## src/rtl/hazard_pkg.sv

```systemverilog
// Shared types and constants for the pipeline hazard scheduler and the stage registers.
package hazard_pkg;

  typedef enum logic [1:0] {
    RUN      = 2'd0,
    MEM_WAIT = 2'd1,
    HALT     = 2'd2
  } hazard_state_e;

  localparam int DEFAULT_MEM_TIMEOUT = 16;

  // addi x0, x0, 0 -- the bubble a flushed stage register loads
  localparam logic [31:0] NOP_INSTR = 32'h0000_0013;

endpackage

```

## src/rtl/hazard_sat_counter.sv

```systemverilog
// Saturating event counter used for the hazard performance statistics.
module hazard_sat_counter #(
  parameter int PERF_W = 32
) (
  input  logic              i_clk,
  input  logic              i_reset,
  input  logic              i_inc,
  output logic [PERF_W-1:0] o_count
);

  logic [PERF_W-1:0] count_q;
  logic [PERF_W-1:0] count_d;

  always_comb begin
    count_d = count_q;
    if (i_inc && (count_q != {PERF_W{1'b1}})) begin
      count_d = count_q + {{(PERF_W-1){1'b0}}, 1'b1};
    end
  end

  always_ff @(posedge i_clk) begin
    if (i_reset) begin
      count_q <= '0;
    end else begin
      count_q <= count_d;
    end
  end

  assign o_count = count_q;

endmodule

```

## src/rtl/hazard_scheduler.sv

```systemverilog
// Stage-enable/flush scheduler for the 5-stage core: load-use stalls, mispredict flushes,
// data-memory freeze and a watchdog. Optional perf counters build under HAZARD_PERF_EN.
module hazard_scheduler
  import hazard_pkg::*;
#(
  parameter int MEM_TIMEOUT = DEFAULT_MEM_TIMEOUT,
  parameter int PERF_W      = 32,
  localparam int WCW        = $clog2(MEM_TIMEOUT + 1)
) (
  input  logic              i_clk,
  input  logic              i_reset,
  input  logic [4:0]        i_id_rs1_addr,
  input  logic [4:0]        i_id_rs2_addr,
  input  logic              i_id_rs1_used,
  input  logic              i_id_rs2_used,
  input  logic [4:0]        i_ex_rd_addr,
  input  logic              i_ex_mem_rden,
  input  logic              i_ex_br_mispred,
  input  logic              i_mem_req,
  input  logic              i_mem_ack,
  output logic              o_pc_en,
  output logic              o_if_id_en,
  output logic              o_id_ex_en,
  output logic              o_ex_mem_en,
  output logic              o_mem_wb_en,
  output logic              o_if_id_flush,
  output logic              o_id_ex_flush,
  output logic              o_mem_wb_flush,
  output logic              o_pc_redirect,
  output logic              o_mem_timeout,
  output logic [PERF_W-1:0] o_lu_stall_cnt,
  output logic [PERF_W-1:0] o_flush_cnt,
  output logic [PERF_W-1:0] o_wait_cnt,
  output hazard_state_e     o_dbg_state,
  output logic [WCW-1:0]    o_dbg_wait_cnt
);

  localparam logic [WCW-1:0] WAIT_LAST = WCW'(MEM_TIMEOUT - 1);
  localparam logic [WCW-1:0] WAIT_MAX  = WCW'(MEM_TIMEOUT);

  hazard_state_e  state_q, state_d;
  logic [WCW-1:0] wait_q, wait_d;

  logic lu;
  logic mw;
  logic frozen;

  // Memory handshake: a MEM access with i_mem_req high completes in the cycle i_mem_ack is
  // high; every req cycle without ack is a wait cycle and freezes everything upstream of WB.
  assign mw = i_mem_req & ~i_mem_ack;

  assign lu = i_ex_mem_rden && (i_ex_rd_addr != 5'd0) &&
              ((i_id_rs1_used && (i_id_rs1_addr == i_ex_rd_addr)) ||
               (i_id_rs2_used && (i_id_rs2_addr == i_ex_rd_addr)));

  assign frozen = (state_q == HALT) || mw;

  always_comb begin
    state_d = state_q;
    case (state_q)
      RUN: begin
        if (mw) state_d = MEM_WAIT;
      end
      MEM_WAIT: begin
        if (i_mem_ack) begin
          state_d = RUN;
        end else if (mw && (wait_q == WAIT_LAST)) begin
          state_d = HALT;
        end
      end
      HALT:    state_d = HALT;
      default: state_d = RUN;
    endcase
  end

  // Held at MEM_TIMEOUT once halted so a stuck request cannot wrap the count.
  always_comb begin
    wait_d = '0;
    if (mw) begin
      wait_d = (wait_q == WAIT_MAX) ? wait_q : wait_q + {{(WCW-1){1'b0}}, 1'b1};
    end
  end

  always_ff @(posedge i_clk) begin
    if (i_reset) begin
      state_q <= RUN;
      wait_q  <= '0;
    end else begin
      state_q <= state_d;
      wait_q  <= wait_d;
    end
  end

  always_comb begin
    o_pc_en        = 1'b1;
    o_if_id_en     = 1'b1;
    o_id_ex_en     = 1'b1;
    o_ex_mem_en    = 1'b1;
    o_mem_wb_en    = 1'b1;
    o_if_id_flush  = 1'b0;
    o_id_ex_flush  = 1'b0;
    o_mem_wb_flush = 1'b0;
    o_pc_redirect  = 1'b0;
    if (i_reset) begin
      o_if_id_flush  = 1'b1;
      o_id_ex_flush  = 1'b1;
      o_mem_wb_flush = 1'b1;
    end else if (frozen) begin
      o_pc_en        = 1'b0;
      o_if_id_en     = 1'b0;
      o_id_ex_en     = 1'b0;
      o_ex_mem_en    = 1'b0;
      o_mem_wb_flush = 1'b1;
    end else if (i_ex_br_mispred) begin
      // The ID instruction is wrong-path, so a coincident load-use stall is moot.
      o_pc_redirect  = 1'b1;
      o_if_id_flush  = 1'b1;
      o_id_ex_flush  = 1'b1;
    end else if (lu) begin
      o_pc_en        = 1'b0;
      o_if_id_en     = 1'b0;
      o_id_ex_flush  = 1'b1;
    end
  end

  assign o_mem_timeout  = (state_q == HALT);
  assign o_dbg_state    = state_q;
  assign o_dbg_wait_cnt = wait_q;

`ifdef HAZARD_PERF_EN
  logic lu_stall;
  logic br_flush;
  logic frz_cycle;

  assign lu_stall  = ~i_reset & ~frozen & ~i_ex_br_mispred & lu;
  assign br_flush  = ~i_reset & ~frozen & i_ex_br_mispred;
  assign frz_cycle = ~i_reset & frozen;

  hazard_sat_counter #(.PERF_W(PERF_W)) u_lu_cnt (
    .i_clk   (i_clk),
    .i_reset (i_reset),
    .i_inc   (lu_stall),
    .o_count (o_lu_stall_cnt)
  );

  hazard_sat_counter #(.PERF_W(PERF_W)) u_flush_cnt (
    .i_clk   (i_clk),
    .i_reset (i_reset),
    .i_inc   (br_flush),
    .o_count (o_flush_cnt)
  );

  hazard_sat_counter #(.PERF_W(PERF_W)) u_wait_cnt (
    .i_clk   (i_clk),
    .i_reset (i_reset),
    .i_inc   (frz_cycle),
    .o_count (o_wait_cnt)
  );
`else
  assign o_lu_stall_cnt = '0;
  assign o_flush_cnt    = '0;
  assign o_wait_cnt     = '0;
`endif

endmodule

```

## config.mk

```make
export PLATFORM = sky130hd
export DESIGN_NAME = hazard_scheduler
export DESIGN_NICKNAME = d
export VERILOG_FILES = /design/src/rtl/hazard_pkg.sv /design/src/rtl/hazard_sat_counter.sv /design/src/rtl/hazard_scheduler.sv
export SDC_FILE = /design/constraint.sdc
export NUM_CORES = 1
export LEC_CHECK = 0
export BUFFER_PORTS_ARGS = -buffer_cell sky130_fd_sc_hd__buf_2
export CAP_MARGIN = 20
export CORE_MARGIN = 1
export CORE_UTILIZATION = 25
export DETAILED_ROUTE_END_ITERATION = 16
export GPL_TIMING_DRIVEN = 1
export PLACE_DENSITY = 0.74
export SYNTH_ARGS = -nofsm -noshare
export SYNTH_HDL_FRONTEND = slang
export SYNTH_HIERARCHICAL = 1
export SYNTH_SLANG_ARGS = --single-unit
```

## constraint.sdc

```tcl
create_clock -name i_clk -period 1.8 [get_ports i_clk]
set_input_delay 0.36 -clock i_clk [delete_from_list [all_inputs] [get_ports i_clk]]
set_output_delay 0.36 -clock i_clk [all_outputs]
set_load 0.02 [all_outputs]
```

After elaboration in Yosys (flattened, before gate mapping)
Index checks and enable logic that the tools add are counted.

storage, ports and cells
  word-level logic and storage cells = 45
  output and inout port bits = 113
  register bits = 7
  input port bits = 23

cells by class
  add/subtract/negate cells = 1
  bitwise operators = 3
  multiplexer cells = 20
  reduce and logical (&&, ||, !) cells = 11
  equality and inequality tests = 8

operators with widths
  operator                                                          count
  1-bit two-way mux                                                 16
  5-bit == test                                                     2
  2-bit two-way mux                                                 3
  2-bit case mux with 3 select lines                                1
  5-bit by 1-bit adder with 5-bit output (second input constant)    1
  5-bit by 4-bit == test with 1-bit output (second input constant)  1
  5-bit == test (second input constant)                             1
  1-bit logical AND                                                 5
  5-bit nonzero test                                                1
  3-bit != test (second input constant)                             1
  2-bit by 1-bit == test with 1-bit output (second input constant)  1
  2-bit == test (second input constant)                             1
  2-bit logical NOT                                                 1
  1-bit logical OR                                                  2
  2-bit != test (second input constant)                             1
  1-bit inverter                                                    2
  2-bit AND reduction                                               1
  2-bit OR reduction                                                1
  1-bit AND                                                         1

Depth between registers and ports, before layout
  word-level depth = 8
  depth in mapped cells = 6
  depth with buffers taken out = 6

Least setup slack after synthesis
OpenSTA, ideal clock, no wires.

  kind = input-to-output
  start point = input port i_ex_rd_addr[3]
  end point = output port o_pc_en
  arrival time = 1.575 ns
  data required time = 1.440 ns
  path buffers = 1
  path slack = -0.135 ns
  stages = 5
  cells stage by stage = xor2_1 nor4_2 a32oi_1 o41a_1 buf_4

on the way
  word-level cells in the longest chain between the ends = 8
  elaborated cells on any way between the ends = 12
  classes of those cells = eq/ne (2); mux (4); reduce/logical (6)

ends and longest elaborated chain
  what                                  line                                            source
  start, declared                       hazard_scheduler.sv:16                          input logic [4:0] i_ex_rd_addr,
  5-bit == test (on tied branches)      hazard_scheduler.sv:53, hazard_scheduler.sv:54
  1-bit logical AND (on tied branches)  hazard_scheduler.sv:53, hazard_scheduler.sv:54
  1-bit logical OR                      hazard_scheduler.sv:53                          ((i_id_rs1_used && (i_id_rs1_addr == i_ex_rd_addr)) ||
  1-bit logical AND *                   hazard_scheduler.sv:52                          assign lu = i_ex_mem_rden && (i_ex_rd_addr != 5'd0) &&
  1-bit two-way mux * (4 in series)     -
  end, declared                         hazard_scheduler.sv:21                          output logic o_pc_en,

Every way passes the cells marked *; elsewhere a longest branch is shown, timed or not.

Worst setup path after layout
  start point = input port i_id_rs2_addr[1]
  end point = output port o_pc_en

on the way
  word-level cells in the longest chain between the ends = 8

ends and longest elaborated chain
  what               line                     source
  start, declared    hazard_scheduler.sv:13   input logic [4:0] i_id_rs2_addr,
  5-bit == test      hazard_scheduler.sv:54   (i_id_rs2_used && (i_id_rs2_addr == i_ex_rd_addr)));
  1-bit logical AND  hazard_scheduler.sv:54
  1-bit logical OR   hazard_scheduler.sv:53
  1-bit logical AND  hazard_scheduler.sv:52
  1-bit two-way mux  hazard_scheduler.sv:119  end else if (lu) begin
  1-bit two-way mux  hazard_scheduler.sv:114  end else if (i_ex_br_mispred) begin
  1-bit two-way mux  hazard_scheduler.sv:108  end else if (frozen) begin
  1-bit two-way mux  hazard_scheduler.sv:104  if (i_reset) begin

Every way passes these cells.

==> flow_summary.toml <==
[timing]
rsz0062_at_grt = "true"
final.min_clock_period_ns = 1.94
max_freq_mhz = 516
timing.final.hold_violations = 0
slew_violations = 0
setup_viol = 3
skew_ns = 0.00147
worst_slack_ns = -0.140
finalCritPeriodShare_pct = 108

[outcome]
outcome = "finished, violations left"
violations = "setup timing"

[floorplanning]
core_um2 = 4850
rows = 25
die_x_um = 73.7
initial_core_util_pct = 26.5
io_pins = 136
dieArea_um2 = 5440
fp.dieH_um = 73.7

[worst_hold_path]
whs_endpoint = "o_dbg_state[0]$_SDFFE_PP0P_"
hold_depth = 2
holdCritPathClass = "primary input to register"
hp-start = "i_mem_ack"

[pwr]
ir_worst_vdd_mv = 0.225
leakage_nw = 0.728
power_density_nw_per_um2 = 531

[critical_path]
crit_fanout = 2
critPathKind = "primary input to primary output"
end_kind = "primary output"
cp.required_ns = 1.44
rr_startpoint = "o_dbg_wait_cnt[1]$_SDFFE_PP0P_"
reg2reg_depth = 6
timing.rr.end = "o_dbg_state[1]$_SDFFE_PP0P_"
r2r_slack_ns = 0.30
crit_path_start_kind = "primary input"
cp.arrival_ns = 1.58

[grt]
grt_pass1_vias = 629
met3_usage_pct = 2.61
grt_pass1_wl_um = 2680
track_usage_pct = 6.88
globalRouteMet2Util_pct = 14.1
grt_busiest_layer = "met2"
antenna_found_initial = 0
grt_max_degree = 10
grt_util_met1_pct = 5.88
grt_overflow_total = 0

[clock_network]
numCtsBuffers = 3
cts-hold-fix-buffers = 0
cts_tree = "yes"
cts-root-buf = "clkbuf_8"
clock_path_buffers = 2
postCtsSetupRepairBufs = 0
insertion_delay_ns = 0.23
cts_sinks = 7
htree_num_levels = 1
clk_pin_slew_ns = 0.04

[placement]
dp_hpwl_um = 1860
gp_congestion = 0.750
post_dp_cell_area_um2 = 1210
placed_cells = 269
port_buffers = 38

[layout]
diodes = 0
mostFrequentLayoutCell = "conb_1"
final_net_count = 232
drive_above_1_share_pct = 24.9
final_area_um2 = 1300
seqCellArea_um2 = 141
multi_input_area_um2 = 744
areaGrowthSynthToFinish_pct = 0.875
nFillCells = 533
fin_cells = 272
layout_common_cells = "conb_1, buf_2, xor2_1"

[logic_synthesis]
synth_cell_types = 29
ys.warnings.count = 6
synth_area_per_cell_um2 = 7.84
syn_area_um2 = 1290
ys_ff_latch = 7
synth-seq-area-share_pct = 10.9
syn_inst = 164

[route]
drt_iter0_drc = 11
wl_per_cell_um = 7.63
drc_errors = 0
ant_nets = 0
viasPerCell = 3.15
drt-pass1-iter-count = 4
num_vias = 856
route.final.wire_length_um = 2080

[run]
cap_violations = 0
## cells in the mapped netlist (all sizes together)
master,n,area [um^2]
a21oi,2,10.0
a32oi,1,8.76
and2,1,6.26
and3,1,6.26
buf,99,743
clkbuf,1,3.75
conb,2,7.51
dfxtp,7,140
ha,3,37.5
inv,6,22.5
mux2i,1,10.0
nand2,1,3.75
nand2b,2,12.5
nand3,2,10.0
nand3b,1,7.51
nor2,5,18.8
nor2b,1,6.26
nor3,3,15.0
nor4,3,25.0
nor4b,1,23.8
o21ai,2,10.0
o22ai,1,6.26
o41a,1,11.3
or2,1,6.26
or3,2,12.5
or4,1,7.51
xnor2,4,35.0
xor2,9,78.8
## state kept, by name, summed over array words and instances, names as in the netlist
| signal | flops |
|---|---|
| o_dbg_state | 2 |
| o_dbg_wait_cnt | 5 |
## worst max-delay path: stages
cell and delay [ns]:
buf_6 0.09, xor2_2 0.16, nor4_2 0.26, a32oi_1 0.16, o41a_1 0.39, buf_6 0.16
## worst max-delay path by stage
| stage | to | from | slack (ns) |
|---|---|---|---|
| floorplan | o_pc_en | i_ex_rd_addr[3] | -0.13 |
| global placement | o_id_ex_flush | i_ex_rd_addr[1] | -0.19 |
| detailed placement | o_id_ex_flush | i_ex_rd_addr[1] | -0.21 |
| CTS | o_pc_en | i_id_rs2_addr[1] | -0.13 |
| global route | o_pc_en | i_id_rs2_addr[1] | -0.17 |
| finish | o_pc_en | i_id_rs2_addr[1] | -0.14 |
## per-stage QoR
step           setup TNS (ns)  util (%)  total power [mW]  hold WS (ns)  worst slack, ns
2_1_floorplan          -0.135         -             0.559         0.438           -0.135
3_3_place_gp           -0.567      24.9             0.451         0.464           -0.192
3_5_place_dp           -0.621      24.9             0.453         0.478           -0.208
4_1_cts                -0.368      26.7             0.695         0.301           -0.134
5_1_grt                -0.479      26.8             0.731         0.296           -0.175
6_report               -0.336      26.8             0.689         0.297           -0.140
## cell families (layout without fill, tap and decap cells)
logic type | count (synthesis) | after routing | synth area share, %
AO/OA/AOI/OAI | 7 | 7 | 3.60
multiplexers | 1 | 1 | 0.778
other | 2 | 97 | 0.584
adder cells (fa/ha/maj) | 3 | 3 | 2.92
flip-flops | 7 | 7 | 10.9
XOR/XNOR | 13 | 13 | 8.85
AND/OR/NAND/NOR | 25 | 25 | 12.5
buffers and inverters | 106 | 52 | 59.8
## timing repair
item                       CTS  global route
setup endpoints to repair    3             3
gates resized for setup     14             1
pin swaps                    9             1
## routing by layer
| metal | wire length (um) | vias to the layer above |
|---|---|---|
| li1 | - | 406 |
| met1 | 593 | 368 |
| met2 | 1210 | 80 |
| met3 | 252 | 2 |
| met4 | 16 | 0 |
| met5 | 0 | - |
## layout make-up
class / count / share of cell area, %
clock buffers: 4 / 3.47
well taps: 67 / 6.46
inverters: 6 / 1.74
flip-flops and latches: 7 / 10.9
repair buffers: 42 / 20.1
multi-input cells: 146 / 57.4
## power breakdown
group	internal, mW	leakage [nW]	switching [mW]
registers	0.158	0.0571	0.00236
clock network	0.154	0.0228	0.0723
logic	0.0615	0.648	0.241
No activity file was read; power rests on OpenSTA's default activity.
